`src/rtl/seq_alu_pkg.sv`:
```
// Shared definitions for the sequential ALU: operation codes and the one-hot FSM encoding.
package seq_alu_pkg;

    localparam int unsigned STATE_BITS = 17;

    typedef enum logic [1:0] {
        OP_ADD = 2'b00,
        OP_SUB = 2'b01,
        OP_MUL = 2'b10,
        OP_DIV = 2'b11
    } op_e;

    // Each state value carries a single set bit at its state index.
    typedef enum logic [STATE_BITS-1:0] {
        S_IDLE        = 17'h00001,
        S_LOAD_A      = 17'h00002,
        S_LOAD_B      = 17'h00004,
        S_DISPATCH    = 17'h00008,
        S_ADD         = 17'h00010,
        S_SUB         = 17'h00020,
        S_MUL_INIT    = 17'h00040,
        S_MUL_TEST    = 17'h00080,
        S_MUL_ADD     = 17'h00100,
        S_MUL_SHIFT   = 17'h00200,
        S_MUL_CNT     = 17'h00400,
        S_DIV_INIT    = 17'h00800,
        S_DIV_SHIFT   = 17'h01000,
        S_DIV_SUB     = 17'h02000,
        S_DIV_RESTORE = 17'h04000,
        S_DIV_CNT     = 17'h08000,
        S_DONE        = 17'h10000
    } state_e;

endpackage

```
`src/rtl/adder_rca.sv`:
```
// Ripple-carry adder with carry-in; the single arithmetic unit shared by every ALU operation.
module adder_rca #(
    parameter int unsigned WIDTH = 8
) (
    input  logic [WIDTH-1:0] a,
    input  logic [WIDTH-1:0] b,
    input  logic             cin,
    output logic [WIDTH-1:0] sum,
    output logic             cout
);

    logic [WIDTH:0] carry;

    always_comb begin
        carry    = '0;
        sum      = '0;
        carry[0] = cin;
        for (int unsigned i = 0; i < WIDTH; i++) begin
            sum[i]       = a[i] ^ b[i] ^ carry[i];
            carry[i+1]   = (a[i] & b[i]) | (carry[i] & (a[i] ^ b[i]));
        end
    end

    assign cout = carry[WIDTH];

endmodule

```
`src/rtl/seq_alu.sv`:
```
// Multi-cycle 8-bit ALU: serial operand load, one-hot FSM sequencing add/sub,
// shift-add multiply and restoring divide over one shared ripple-carry adder.
module seq_alu
    import seq_alu_pkg::*;
#(
    parameter int unsigned WIDTH    = 8,
    parameter int unsigned N_STATES = 17
) (
    input  logic                clk,
    input  logic                reset,
    input  logic                BEGIN,
    input  logic [1:0]          op_code,
    input  logic [WIDTH-1:0]    inbus,
    output logic [WIDTH-1:0]    outbus,
    output logic                END,
    output logic [N_STATES-1:0] act_state_debug,
    output logic [N_STATES-1:0] next_state_debug
);

    state_e           state, state_next;
    op_e              op_q;
    logic [WIDTH-1:0] a_q, b_q, r_q, q_q;
    logic [WIDTH:0]   acc_q;   // mul: {carry, acc}; div: 9-bit remainder, bit WIDTH is sign after subtract
    logic [3:0]       cnt_q;

    logic [WIDTH-1:0] add_a, add_b, add_sum;
    logic             add_cin, add_cout;

    adder_rca #(.WIDTH(WIDTH)) u_adder (
        .a    (add_a),
        .b    (add_b),
        .cin  (add_cin),
        .sum  (add_sum),
        .cout (add_cout)
    );

    always_comb begin
        add_a   = a_q;
        add_b   = b_q;
        add_cin = 1'b0;
        case (state)
            S_SUB: begin
                add_b   = ~b_q;
                add_cin = 1'b1;
            end
            S_MUL_ADD: begin
                add_a = acc_q[WIDTH-1:0];
                add_b = a_q;
            end
            S_DIV_SUB: begin
                add_a   = acc_q[WIDTH-1:0];
                add_b   = ~b_q;
                add_cin = 1'b1;
            end
            S_DIV_RESTORE: begin
                add_a = acc_q[WIDTH-1:0];
                add_b = b_q;
            end
            default: ;
        endcase
    end

    always_comb begin
        state_next = state;
        case (state)
            S_IDLE:        if (BEGIN) state_next = S_LOAD_A;
            S_LOAD_A:      state_next = S_LOAD_B;
            S_LOAD_B:      state_next = S_DISPATCH;
            S_DISPATCH: begin
                case (op_q)
                    OP_ADD:  state_next = S_ADD;
                    OP_SUB:  state_next = S_SUB;
                    OP_MUL:  state_next = S_MUL_INIT;
                    default: state_next = S_DIV_INIT;
                endcase
            end
            S_ADD, S_SUB:  state_next = S_DONE;
            S_MUL_INIT:    state_next = S_MUL_TEST;
            S_MUL_TEST:    state_next = q_q[0] ? S_MUL_ADD : S_MUL_SHIFT;
            S_MUL_ADD:     state_next = S_MUL_SHIFT;
            S_MUL_SHIFT:   state_next = S_MUL_CNT;
            S_MUL_CNT:     state_next = (cnt_q == 4'd7) ? S_DONE : S_MUL_TEST;
            S_DIV_INIT:    state_next = (b_q == '0) ? S_DONE : S_DIV_SHIFT;
            S_DIV_SHIFT:   state_next = S_DIV_SUB;
            S_DIV_SUB:     state_next = S_DIV_RESTORE;
            S_DIV_RESTORE: state_next = S_DIV_CNT;
            S_DIV_CNT:     state_next = (cnt_q == 4'd7) ? S_DONE : S_DIV_SHIFT;
            S_DONE:        state_next = S_IDLE;
            default:       state_next = S_IDLE;
        endcase
    end

    always_ff @(posedge clk or posedge reset) begin
        if (reset) state <= S_IDLE;
        else       state <= state_next;
    end

    always_ff @(posedge clk or posedge reset) begin
        if (reset) begin
            op_q  <= OP_ADD;
            a_q   <= '0;
            b_q   <= '0;
            r_q   <= '0;
            q_q   <= '0;
            acc_q <= '0;
            cnt_q <= '0;
        end else begin
            case (state)
                S_IDLE:       if (BEGIN) op_q <= op_e'(op_code);
                S_LOAD_A:     a_q <= inbus;
                S_LOAD_B:     b_q <= inbus;
                S_ADD, S_SUB: r_q <= add_sum;
                S_MUL_INIT: begin
                    acc_q <= '0;
                    q_q   <= b_q;
                    cnt_q <= '0;
                end
                S_MUL_ADD:    acc_q <= {add_cout, add_sum};
                S_MUL_SHIFT: begin
                    acc_q <= {1'b0, acc_q[WIDTH:1]};
                    q_q   <= {acc_q[0], q_q[WIDTH-1:1]};
                end
                S_MUL_CNT, S_DIV_CNT: begin
                    cnt_q <= cnt_q + 4'd1;
                    if (cnt_q == 4'd7) r_q <= q_q;
                end
                S_DIV_INIT: begin
                    acc_q <= '0;
                    q_q   <= a_q;
                    cnt_q <= '0;
                    if (b_q == '0) r_q <= '1;
                end
                S_DIV_SHIFT: begin
                    acc_q <= {acc_q[WIDTH-1:0], q_q[WIDTH-1]};
                    q_q   <= {q_q[WIDTH-2:0], 1'b0};
                end
                // Remainder stays within one sign bit of range, so bit WIDTH minus borrow gives the sign.
                S_DIV_SUB:    acc_q <= {acc_q[WIDTH] ^ ~add_cout, add_sum};
                S_DIV_RESTORE: begin
                    if (acc_q[WIDTH]) begin
                        acc_q  <= {1'b0, add_sum};
                        q_q[0] <= 1'b0;
                    end else begin
                        q_q[0] <= 1'b1;
                    end
                end
                default: ;
            endcase
        end
    end

    assign outbus           = r_q;
    assign END              = (state == S_DONE);
    assign act_state_debug  = state;
    assign next_state_debug = state_next;

endmodule

```
`config.mk`:
```
export PLATFORM = sky130hd
export DESIGN_NAME = seq_alu
export DESIGN_NICKNAME = d
export VERILOG_FILES = /design/src/rtl/seq_alu_pkg.sv /design/src/rtl/adder_rca.sv /design/src/rtl/seq_alu.sv
export SDC_FILE = /design/constraint.sdc
export NUM_CORES = 1
export LEC_CHECK = 0
export BUFFER_PORTS_ARGS = -buffer_cell sky130_fd_sc_hd__buf_2
export CORE_MARGIN = 4
export CORE_UTILIZATION = 62
export CTS_CLUSTER_DIAMETER = 100
export CTS_CLUSTER_SIZE = 10
export DETAILED_ROUTE_END_ITERATION = 7
export PLACE_DENSITY = 0.85
export SYNTH_ARGS = -nofsm -noshare
export SYNTH_HDL_FRONTEND = slang
export SYNTH_SLANG_ARGS = --single-unit
```
`constraint.sdc`:
```
create_clock -name clk -period 16.2 [get_ports clk]
set_clock_uncertainty 0.05 [all_clocks]
set_input_delay 0.81 -clock clk [delete_from_list [all_inputs] [get_ports clk]]
set_output_delay 0.81 -clock clk [all_outputs]
set_load 0.02 [all_outputs]
```
# After elaboration in Yosys (flattened, before gate mapping)
# Index checks and enable logic that the tools add are counted.
[op_classes]
add_sub_neg = 1
n_eq_ne = 23
n_mux = 19
bitwise = 43
reduce_logical = 15
[ops]
columns = ["operator", "n"]
rows = [
  ["17-bit one-hot mux with 15 select lines", 1],
  ["17-bit 2-to-1 mux", 4],
  ["9-bit one-hot mux with 6 select lines", 1],
  ["12-bit one-hot mux with 3 select lines", 1],
  ["8-bit 2-to-1 mux", 4],
  ["7-bit one-hot mux with 4 select lines", 1],
  ["8-bit one-hot mux with 3 select lines", 1],
  ["17-bit by 1-bit == test with 1-bit output, second input constant", 1],
  ["17-bit by 10-bit == test with 1-bit output, second input constant", 1],
  ["17-bit by 11-bit == test with 1-bit output, second input constant", 1],
  ["17-bit by 12-bit == test with 1-bit output, second input constant", 1],
  ["17-bit by 13-bit == test with 1-bit output, second input constant", 1],
  ["17-bit by 14-bit == test with 1-bit output, second input constant", 1],
  ["17-bit by 15-bit == test with 1-bit output, second input constant", 1],
  ["17-bit by 16-bit == test with 1-bit output, second input constant", 1],
  ["17-bit == test, second input constant", 1],
  ["17-bit by 2-bit == test with 1-bit output, second input constant", 1],
  ["17-bit by 3-bit == test with 1-bit output, second input constant", 1],
  ["17-bit by 4-bit == test with 1-bit output, second input constant", 1],
  ["17-bit by 5-bit == test with 1-bit output, second input constant", 1],
  ["17-bit by 6-bit == test with 1-bit output, second input constant", 1],
  ["17-bit by 7-bit == test with 1-bit output, second input constant", 1],
  ["17-bit by 8-bit == test with 1-bit output, second input constant", 1],
  ["17-bit by 9-bit == test with 1-bit output, second input constant", 1],
  ["26 further kinds", 71],
]
[totals]
ff_bits = 64
inputBits = 13

# Depth between registers and ports, before layout
# Gate-level depths: netlist (run 1).
[logic_depth]
ltp_word = 23
mapped_depth = 24
depth_no_buf = 21

# Cells and area by module
# A second synthesis (run 1) with hierarchy kept.
[unflattened]
hier_cells = 366
area_unflattened_um2 = 3707.3
[by_module_without_submodules]
columns = ["module", "instances", "cells_each", "area_each_um2", "seq_area_each_um2"]
rows = [
  ["seq_alu", 1, 348, 3509.6, 1602.8],
  ["adder_rca", 1, 18, 197.7, 0.0],
]

# Worst setup path after synthesis (run 1)
# Ideal clock, no wire load.
[synth_path]
kind = "flip-flop to flip-flop"
start = "register state[5] (netlist: act_state_debug[5])"
end = "register acc_q[8]"
setup_time_ps = 128
t_arrival_ps = 5349
path_slack_ps = 10673
path_stages_with_launch = 25
n_path_buf = 3
path_cell_list = "dfrtp_1 -> buf_2 -> or4_4 -> buf_6 -> nor4_2 -> a22oi_1 -> and2_0 -> clkbuf_1 -> a21oi_1 -> fa_1 -> inv_1 -> fa_1 -> inv_1 -> fa_1 -> fa_1 -> inv_1 -> fa_1 -> fa_1 -> inv_1 -> fa_1 -> inv_1 -> fa_1 -> xnor2_1 -> a22oi_1 -> mux2i_1"
[synth_between]
elab_chain_len = 23
[synth_lines]
columns = ["item", "line_no", "text"]
rows = [
  ["start, declared", "seq_alu.sv:20", "state_e state, state_next;"],
  ["start signal, assigned", "seq_alu.sv:95", "else state <= state_next;"],
  ["17-bit by 14-bit == test with 1-bit output, or another cell as far along", "seq_alu.sv:41, seq_alu.sv:108", ""],
  ["2-bit OR reduction (no line) / 3-bit OR reduction (equally long branches)", "--", ""],
  ["8-bit one-hot mux with 2 select lines / 8-bit 2-to-1 mux (equally long branches)", "seq_alu.sv:41", "case (state)"],
  ["1-bit bitwise XOR", "adder_rca.sv:20", "carry[i+1] = (a[i] & b[i]) | (carry[i] & (a[i] ^ b[i]));"],
  ["1-bit AND", "adder_rca.sv:20", ""],
  ["1-bit bitwise OR", "adder_rca.sv:20", ""],
  ["1-bit AND", "adder_rca.sv:20", ""],
  ["1-bit bitwise OR", "adder_rca.sv:20", ""],
  ["[7 not listed]", "--", ""],
  ["1-bit bitwise OR", "adder_rca.sv:20", ""],
  ["1-bit AND", "adder_rca.sv:20", ""],
  ["1-bit bitwise OR", "adder_rca.sv:20", ""],
  ["1-bit AND", "adder_rca.sv:20", ""],
  ["1-bit bitwise OR", "adder_rca.sv:20", ""],
  ["1-bit inverter", "seq_alu.sv:138", "S_DIV_SUB: acc_q <= {acc_q[WIDTH] ^ ~add_cout, add_sum};"],
  ["1-bit bitwise XOR", "seq_alu.sv:138", ""],
  ["9-bit one-hot mux with 6 select lines", "seq_alu.sv:108", "case (state)"],
  ["end signal, assigned", "seq_alu.sv:118", "S_MUL_ADD: acc_q <= {add_cout, add_sum};"],
  ["end signal, assigned", "seq_alu.sv:138", ""],
  ["end signal, assigned", "seq_alu.sv:141", "acc_q <= {1'b0, add_sum};"],
  ["end, declared", "seq_alu.sv:23", "logic [WIDTH:0] acc_q;"],
]
# Several ways; a longest one is shown, not always the timed one.
# A chain may end at the register's enable or synchronous reset.

# Worst setup path in the final report (run 1)
[layout_path]
start = "register state[12] (netlist: act_state_debug[12])"
end = "register acc_q[8]"
# Same word-level chain as after synthesis.

==> flow_metrics.tcl, run 1 <==
set metrics [dict create \
    port_buffers 55 \
    syn-instance-count 402 \
    final_util 0.729 \
    nFillCells 470 \
    grt_pass1_wl_mm 17.7 \
    cts_max_level 3 \
    cts_root_buffer "clkbuf_8" \
    maxSlewHeadroom 0.290 \
    setup_viol 0 \
    die_w_um 87.5 \
    finalPower_uw 732 \
    tightest_slew_ns 1.05 \
    yosysWarnings 0 \
    setup_tns_ns 0 \
    hold_path_class "reg -> reg" \
    area_delta_synth_final_pct 12.0 \
    post_cts_buffers 0 \
    cts_buffers 9 \
    final-seq-area_sq_um 1600 \
    drtAntennaViolNets 0 \
    yosysUniqueCellTypes 62 \
    endpoint_kind "register" \
    drtPass1Iterations 6 \
    ios 56 \
    multi_input_comb_area_sq_um 2080 \
    final_common_cell "dfrtp_1" \
    worstSetupStartpointType "register" \
    synth_area_sq_um 3920 \
    clk_pin_slew_worst_paths_ns 0.07 \
    p_leak_uw 0.00215 \
    synth_fp_nets 424 \
    ctsResizeCount 0 \
    antenna_cells 0 \
    fin_crit_sh 0.364 \
    final_max_slew_viol_count 0 \
    fin_nets 462 \
    avgRoutedWirePerCell_um 20.7 \
    hold_depth 1 \
    crit_type "reg -> reg" \
    status "finished clean" \
    ys_ff_latch 64 \
    ctsHoldBuffers 0 \
    cp.arrival_ns 6.06 \
    grt_setup_unrepaired "no" \
    drt_iter0_markers 489 \
    synth.avg_cell_area_sq_um 9.75 \
    track_usage 0.302 \
    worstPathMaxFanout 10 \
    vias 3570 \
    ir_drop_mv 0.142 \
    ys_async_sr_fraction 1.00 \
    fmax_mhz 170 \
    power_density_nw_per_um2 167 \
    core_area_sq_um 6030 \
    drc 0 \
    gr-total-overflow 0 \
    hpwlAfterDp_mm 7.97 \
    fin_crit_ns 5.90 \
    rows 28 \
    gp_congestion 1.03 \
    first_global_vias 3390 \
    drv_cap 0 \
    clock_sinks 64 \
    cts_tree "yes" \
    hold_viol_final 0 \
    start_util 0.651 \
    crit_required_ns 16.37 \
    die_h_um 87.5 \
    clockBufferDepth 2 \
    post_route_cells_drive_above_1_share 0.229 \
    ys_seq_area_frac 0.409 \
    grt_max_degree 65 \
    insertion_delay_ns 0.34 \
    synth_edf_count 0 \
    antenna_found_initial 0 \
    final_cell_mix "dfrtp_1, buf_2, nand2_1, nor2_1, inv_1" \
    r2r_cells 21 \
    routed_wl_mm 10.7 \
    hold_ws_ns 0.446 \
    synthFlopType "dfrtp_1" \
    viasPerCell 6.87 \
    die_area_sq_um 7660 \
]
## where the power goes
group | leakage (uW) | internal, uW | switching, uW | total [uW]
clock network | 0.000119 | 94.8 | 62.9 | 158
registers | 0.000848 | 211 | 66.0 | 277
logic | 0.00118 | 131 | 167 | 298
## kinds of logic (layout without fill, tap and decap cells)
group | count (synthesis) | count (layout) | share of synthesized area
fa+ha+maj | 9 | 9 | 0.0440
flops | 64 | 64 | 0.409
buf+inv | 53 | 96 | 0.0616
mux | 26 | 26 | 0.0747
compound gates | 91 | 91 | 0.183
simple gates | 149 | 149 | 0.206
xor+xnor | 10 | 10 | 0.0223
## cell usage after synthesis (3+ instances only)
master / n / area [sq um]
o2bb2ai_1: 8 / 70.1
o21a_1: 3 / 22.5
o21ai_0: 8 / 40.0
nor3_1: 10 / 50.1
a22oi_1: 6 / 45.0
or4_1: 10 / 75.1
nor4b_1: 5 / 43.8
a31oi_1: 7 / 43.8
a211oi_1: 4 / 30.0
o22ai_1: 3 / 18.8
xor2_1: 3 / 26.3
mux2_4: 4 / 60.1
mux2i_1: 12 / 120
nand2b_1: 4 / 25.0
clkbuf_1: 22 / 82.6
nor4_1: 17 / 106
or2_2: 3 / 18.8
a221oi_1: 5 / 43.8
xnor2_1: 7 / 61.3
dfrtp_1: 63 / 1580
buf_2: 4 / 20.0
a21o_1: 4 / 30.0
fa_1: 8 / 160
and3_1: 4 / 25.0
nor2_1: 20 / 75.1
nand4_1: 10 / 62.6
a222oi_1: 7 / 70.1
o2111ai_1: 4 / 35.0
nand2_1: 41 / 154
o211ai_1: 5 / 37.5
a2111oi_0: 4 / 35.0
mux2_2: 10 / 113
nand3_1: 11 / 55.1
a21oi_1: 6 / 30.0
buf_6: 5 / 56.3
inv_1: 19 / 71.3
## final cells by class
type | instances | share of cell area
Multi-Input combinational cell | 285 | 0.474
Sequential cell | 64 | 0.365
Timing Repair Buffer | 58 | 0.0678
Clock buffer | 11 | 0.0345
Tap cell | 75 | 0.0214
Inverter | 22 | 0.0188
Clock inverter | 5 | 0.0180
## final timing paths
path	end	startpoint	slack, ns
max	acc_q[8]	act_state_debug[12]	10.30
min	act_state_debug[4]	op_q[1]	0.45
max reg2reg	acc_q[8]	act_state_debug[12]	10.30
min reg2reg	act_state_debug[4]	op_q[1]	0.45
max in group asynchronous	cnt_q[2]	reset	14.93
min in group asynchronous	act_state_debug[1]	reset	0.63
## metrics by stage
stage,worst slack [ns],std cells,area (sq um)
2_1_floorplan,10.67,402,3920
3_3_place_gp,10.46,504,4160
3_5_place_dp,10.35,504,4160
4_1_cts,10.34,520,4390
5_1_grt,9.79,520,4390
6_report,10.30,520,4390
## critical path, stage by stage, from the launching register on
cell	delay, ns
dfrtp_1	0.51
or4_1	0.64
nor4_1	0.57
a22oi_1	0.40
and2_0	0.41
a21oi_1	0.23
fa_1	0.20
inv_1	0.05
fa_1	0.36
inv_1	0.08
fa_1	0.17
fa_1	0.16
inv_1	0.06
fa_1	0.38
fa_1	0.38
inv_1	0.08
fa_1	0.16
inv_1	0.06
fa_1	0.39
xnor2_1	0.14
a22oi_1	0.17
mux2i_1	0.11
## routing by layer
| layer | track usage | up-vias | routed length, um |
|---|---|---|---|
| met5 | 0 | - | 0 |
| met4 | 0.0990 | 0 | 250 |
| met3 | 0.0766 | 25 | 1020 |
| met2 | 0.458 | 230 | 4920 |
| met1 | 0.425 | 1715 | 4550 |
| li1 | - | 1600 | - |
## registers in the layout (all words and copies together) (netlist names)
register and count:
act_state_debug 17, acc_q 9, a_q 8, b_q 8
outbus 8, q_q 8, cnt_q 4, op_q 2
(Power assumes the default switching activity.)
==> run 2, diff against run 1 <==
--- a/config.mk
+++ b/config.mk
@@ -7,11 +7,11 @@
 export LEC_CHECK = 0
 export BUFFER_PORTS_ARGS = -buffer_cell sky130_fd_sc_hd__buf_2
 export CORE_MARGIN = 4
-export CORE_UTILIZATION = 62
+export CORE_UTILIZATION = 52
 export CTS_CLUSTER_DIAMETER = 100
 export CTS_CLUSTER_SIZE = 10
 export DETAILED_ROUTE_END_ITERATION = 7
-export PLACE_DENSITY = 0.85
+export PLACE_DENSITY = 0.76
 export SYNTH_ARGS = -nofsm -noshare
 export SYNTH_HDL_FRONTEND = slang
 export SYNTH_SLANG_ARGS = --single-unit
==> constraint.sdc (replaced) <==
create_clock -name clk -period 5.4 [get_ports clk]
set_clock_uncertainty 0.05 [all_clocks]
set_input_delay 0.27 -clock clk [delete_from_list [all_inputs] [get_ports clk]]
set_output_delay 0.27 -clock clk [all_outputs]
set_load 0.02 [all_outputs]
==> run 2 against run 1 <==
Compared with the run above:
- sequential power grew to 3.0 times the previous value
- critical path depth is the same
- setup slack lost 10 ns
- critical path type unchanged
- highest routed layer unchanged
==> flow_metrics.tcl, run 2 (synthesis gave the netlist of run 1 again) <==
set metrics [dict create \
    clockBufferDepth 2 \
    endpoint_kind "register" \
    drtPass1Iterations 5 \
    hpwlAfterDp_mm 8.06 \
    viasPerCell 6.46 \
    insertion_delay_ns 0.35 \
    grt_setup_unrepaired "no" \
    status "finished clean" \
    start_util 0.538 \
    p_leak_uw 0.00222 \
    maxSlewHeadroom 0.304 \
    fin_nets 480 \
    worstPathMaxFanout 7 \
    fin_crit_sh 0.960 \
    grt_pass1_wl_mm 18.3 \
    final_cell_mix "dfrtp_1, buf_2, nand2_1, buf_4, nor2_1" \
    worstSetupStartpointType "register" \
    rows 31 \
    setup_viol 0 \
    fin_crit_ns 5.19 \
    pwr-share-comb 0.433 \
    antenna_cells 0 \
    dp_cells 545 \
    hold_viol_final 0 \
    largest_reg_flops 17 \
    crit_type "reg -> reg" \
    p_switching_uw 905 \
    drv_cap 0 \
    crit_required_ns 5.53 \
    die_h_um 94.8 \
    core_area_sq_um 7290 \
    die_w_um 94.8 \
    power_density_nw_per_um2 478 \
    hold_ws_ns 0.0816 \
    track_usage 0.263 \
    gr-total-overflow 0 \
    cts_tree "yes" \
    cts_buffers 9 \
    area_delta_synth_final_pct 16.7 \
    grt_max_degree 65 \
    fmax_mhz 193 \
    cts_root_buffer "clkbuf_8" \
    p_int_uw 1280 \
    hold_path_class "in -> reg" \
    p_clk_frac 0.188 \
    drtAntennaViolNets 0 \
    final_max_slew_viol_count 0 \
    die_area_sq_um 8990 \
    sw_frac_of_total 0.414 \
    tightest_slew_ns 1.04 \
    routed_wl_mm 11.0 \
    setup_tns_ns 0 \
    antenna_found_initial 0 \
    gp_congestion 1.03 \
    setup_slack_ns 0.214 \
    ir_drop_mv 0.336 \
    clk_pin_slew_worst_paths_ns 0.08 \
    avgRoutedWirePerCell_um 19.6 \
    pre_cts_ws_ns 0.119 \
    post_route_cells_drive_above_1_share 0.283 \
    port_buffers 55 \
    cts_max_level 3 \
    cp.arrival_ns 5.31 \
    ios 56 \
    drt_iter0_markers 366 \
    final_common_cell "dfrtp_1" \
    first_global_vias 3568 \
    seq_power_share 0.379 \
    clock_sinks 64 \
    vias 3629 \
    stdcell_count 562 \
    drc 0 \
]
==> run 2: cell count changes in the layout (fill, tap and decap cells not counted), sizes merged <==
cell      before  now
buf           58   76
bufinv         2    1
clkbuf        11    9
clkinv         4    5
clkinvlp       0    2
==> run 2: worst max-delay path, cell delays in order, from the launching register on <==
cell       delay, ns
dfrtp_1         0.44
buf_4           0.18
nor4_2          0.42
nand4_1         0.27
or2_2           0.36
and2_0          0.16
a21oi_1         0.19
fa_1            0.20
inv_1           0.06
fa_1            0.35
inv_1           0.07
fa_1            0.19
fa_1            0.18
inv_1           0.05
fa_1            0.39
fa_1            0.37
inv_1           0.08
fa_1            0.16
inv_1           0.05
fa_1            0.48
o2111ai_1       0.22
a22oi_1         0.10
==> run 2: timing repair <==
item / CTS / global route
resized for setup: 0 / 10
endpoints found under the setup margin: 0 / 5
setup buffers: 0 / 1
hold buffers: 0 / 0
==> run 2: power by group through the flow <==
stage | combinational, uW | sequential [uW] | clock, uW
floorplan | 652 | 786 | 0
global placement | 884 | 822 | 0
detailed placement | 920 | 829 | 0
CTS | 922 | 821 | 417
global route | 1050 | 851 | 441
finish | 948 | 828 | 411
==> run 2: worst paths after layout <==
| path | endpoint | start | slack (ns) | cells after the start |
|---|---|---|---|---|
| min in group asynchronous | op_q[0] | reset | 0.10 | 3 |
| max reg2reg | acc_q[7] | act_state_debug[13] | 0.21 | 21 |
| max | acc_q[7] | act_state_debug[13] | 0.21 | 21 |
| min | b_q[4] | inbus[4] | 0.08 | 3 |
| max in group asynchronous | act_state_debug[10] | reset | 4.60 | 3 |
| min reg2reg | act_state_debug[6] | op_q[0] | 0.45 | 1 |
==> run 2: metal layers <==
| metal | GRT usage | vias up | part of all wire |
|---|---|---|---|
| met5 | 0 | - | 0 |
| met4 | 0.0805 | 0 | 0.019 |
| met3 | 0.0701 | 30 | 0.11 |
| met2 | 0.403 | 232 | 0.45 |
| met1 | 0.365 | 1729 | 0.42 |
| li1 | - | 1638 | - |
==> run 2: layout make-up <==
cell class | count | area, sq um
Fill cell | 628 | 2720
Multi-Input combinational cell | 285 | 2130
Sequential cell | 64 | 1610
Timing Repair Buffer | 76 | 433
Clock buffer | 9 | 124
Tap cell | 99 | 124
Inverter | 22 | 82.6
Clock inverter | 7 | 72.6
==> run 2: metrics by stage <==
step | util | total power, uW | instance area [sq um]
floorplan | - | 1440 | 3940
global placement | 0.594 | 1710 | 4330
detailed placement | 0.594 | 1750 | 4330
CTS | 0.621 | 2160 | 4530
global route | 0.628 | 2350 | 4580
finish | 0.628 | 2190 | 4580
==> run 3, diff against run 2 <==
--- a/config.mk
+++ b/config.mk
@@ -11,7 +11,7 @@
 export CTS_CLUSTER_DIAMETER = 100
 export CTS_CLUSTER_SIZE = 10
 export DETAILED_ROUTE_END_ITERATION = 7
-export PLACE_DENSITY = 0.76
+export PLACE_DENSITY = 0.86
 export SYNTH_ARGS = -nofsm -noshare
 export SYNTH_HDL_FRONTEND = slang
 export SYNTH_SLANG_ARGS = --single-unit
==> run 3 against run 2 <==
Compared with the run above:
- fmax is 0.21% lower
- cell count is 0.18% higher
- register-to-register slack hardly changed
- wire length is 3.9% higher
- sequential share of layout area hardly changed
- final area is 0.19% lower
- largest cell class unchanged
==> flow_metrics.tcl, run 3 (synthesis gave the netlist of run 1 again) <==
set metrics [dict create \
    status "finished clean" \
    drtAntennaViolNets 0 \
    cts_root_buffer "clkbuf_8" \
    die_h_um 94.8 \
    port_buffers 55 \
    cts_max_level 3 \
    die_w_um 94.8 \
    vias 3657 \
    hold_ws_ns 0.0815 \
    hpwlAfterDp_mm 8.57 \
    avgRoutedWirePerCell_um 20.3 \
    endpoint_kind "register" \
    path_cells "or4_1 > nor4_2 > buf_4 > a22oi_2 > and2_0 > a21oi_1 > fa_1 > inv_1 > fa_1 > inv_1 > fa_1 > fa_1 > inv_1 > fa_1 > fa_1 > inv_1 > fa_1 > a2111oi_1 > o32a_1" \
    final_max_slew_viol_count 0 \
    hold_viol_final 0 \
    post_cts_buffers 0 \
    post_route_cells_drive_above_1_share 0.269 \
    tightest_slew_ns 1.05 \
    grt_max_degree 65 \
    fmax_mhz 192 \
    core_area_sq_um 7290 \
    gr-total-overflow 0 \
    final_util 0.626 \
    final_common_cell "dfrtp_1" \
    clockBufferDepth 2 \
    worstSetupStartpoint "act_state_debug[10]" \
    drc 0 \
    worstSetupStartpointType "register" \
    insertion_delay_ns 0.34 \
    setup_viol 0 \
    maxSlewHeadroom 0.291 \
    clk_pin_slew_worst_paths_ns 0.07 \
    first_global_vias 3594 \
    worstPathMaxFanout 7 \
    viasPerCell 6.50 \
    p_leak_uw 0.00223 \
    drv_cap 0 \
    antenna_found_initial 0 \
    crit_required_ns 5.62 \
    die_area_sq_um 8990 \
    fin_crit_ns 5.20 \
    fin_crit_sh 0.962 \
    track_usage 0.271 \
    drtPass1Iterations 8 \
    gp_congestion 1.07 \
    fin_nets 481 \
    power_density_nw_per_um2 477 \
    slowest_delay_ns 0.62 \
    ir_drop_mv 0.352 \
    start_util 0.538 \
    clock_sinks 64 \
    crit_type "reg -> reg" \
    routed_wl_mm 11.4 \
    ios 56 \
    antenna_cells 0 \
    drt_iter0_markers 352 \
    largest_reg_flops 17 \
    regToRegStartpoint "act_state_debug[10]" \
    area_delta_synth_final_pct 16.5 \
    rows 31 \
    cts_tree "yes" \
    hold_path_class "in -> reg" \
    final_cell_mix "dfrtp_1, buf_2, nand2_1, buf_4, nor2_1" \
    cp.arrival_ns 5.42 \
    cts_buffers 9 \
    cpMaxStageDelayCell "or4_1" \
    grt_pass1_wl_mm 18.6 \
    hold_path_startpoint "BEGIN" \
    critPathMostFrequentCell "fa_1" \
]
==> run 3: cell type report <==
cell class,count,area [sq um]
Fill cell,650,2720
Clock buffer,11,141
Multi-Input combinational cell,285,2120
Tap cell,99,124
Inverter,22,82.6
Clock inverter,5,56.3
Timing Repair Buffer,77,440
Sequential cell,64,1600
==> run 3: final timing paths <==
path | endpoint | slack [ns] | depth (start not counted)
max | acc_q[6] | 0.20 | 19
min | act_state_debug[0] | 0.08 | 2
max reg2reg | acc_q[6] | 0.20 | 19
min reg2reg | outbus[0] | 0.46 | 1
max in group asynchronous | act_state_debug[13] | 4.65 | 3
min in group asynchronous | op_q[0] | 0.11 | 3
==> run 3: what timing repair did <==
| action | CTS | global route |
|---|---|---|
| gates resized for setup | 0 | 6 |
| endpoints found under the setup margin | 0 | 4 |
| hold buffers | 0 | 0 |
| hold endpoints to repair | 0 | 0 |
==> run 3: worst max-delay path: cells and delay by family, from the launching register on <==
kind / cells / cell delay, ns
buf+inv: 5 / 0.45
compound gates: 4 / 0.97
flops: 1 / 0.45
fa+ha+maj: 7 / 2.11
simple gates: 3 / 1.13
==> run 3: per-layer routing <==
layer	global-route usage	vias up	part of all wire
met5	0	-	0
met4	0.0685	0	0.015
met3	0.0598	17	0.088
met2	0.423	195	0.46
met1	0.384	1804	0.44
li1	-	1641	-
==> run 3: through the flow <==
step                cell area [sq um]  std cells   TNS, ns  power, uW  setup slack, ns
global placement                 4340        547         0       1720            0.364
detailed placement               4340        547         0       1740            0.286
CTS                              4540        563         0       2160            0.194
global route                     4570        563  -0.00467       2340         -0.00467
finish                           4570        563         0       2180            0.203
floorplan                        3940        402         0       1440           0.0228
==> run 3: power breakdown <==
group / switching, uW / internal (uW) / total (uW)
clock: 192 / 225 / 417
combinational: 498 / 424 / 922
sequential: 205 / 633 / 838
total: 895 / 1280 / 2180
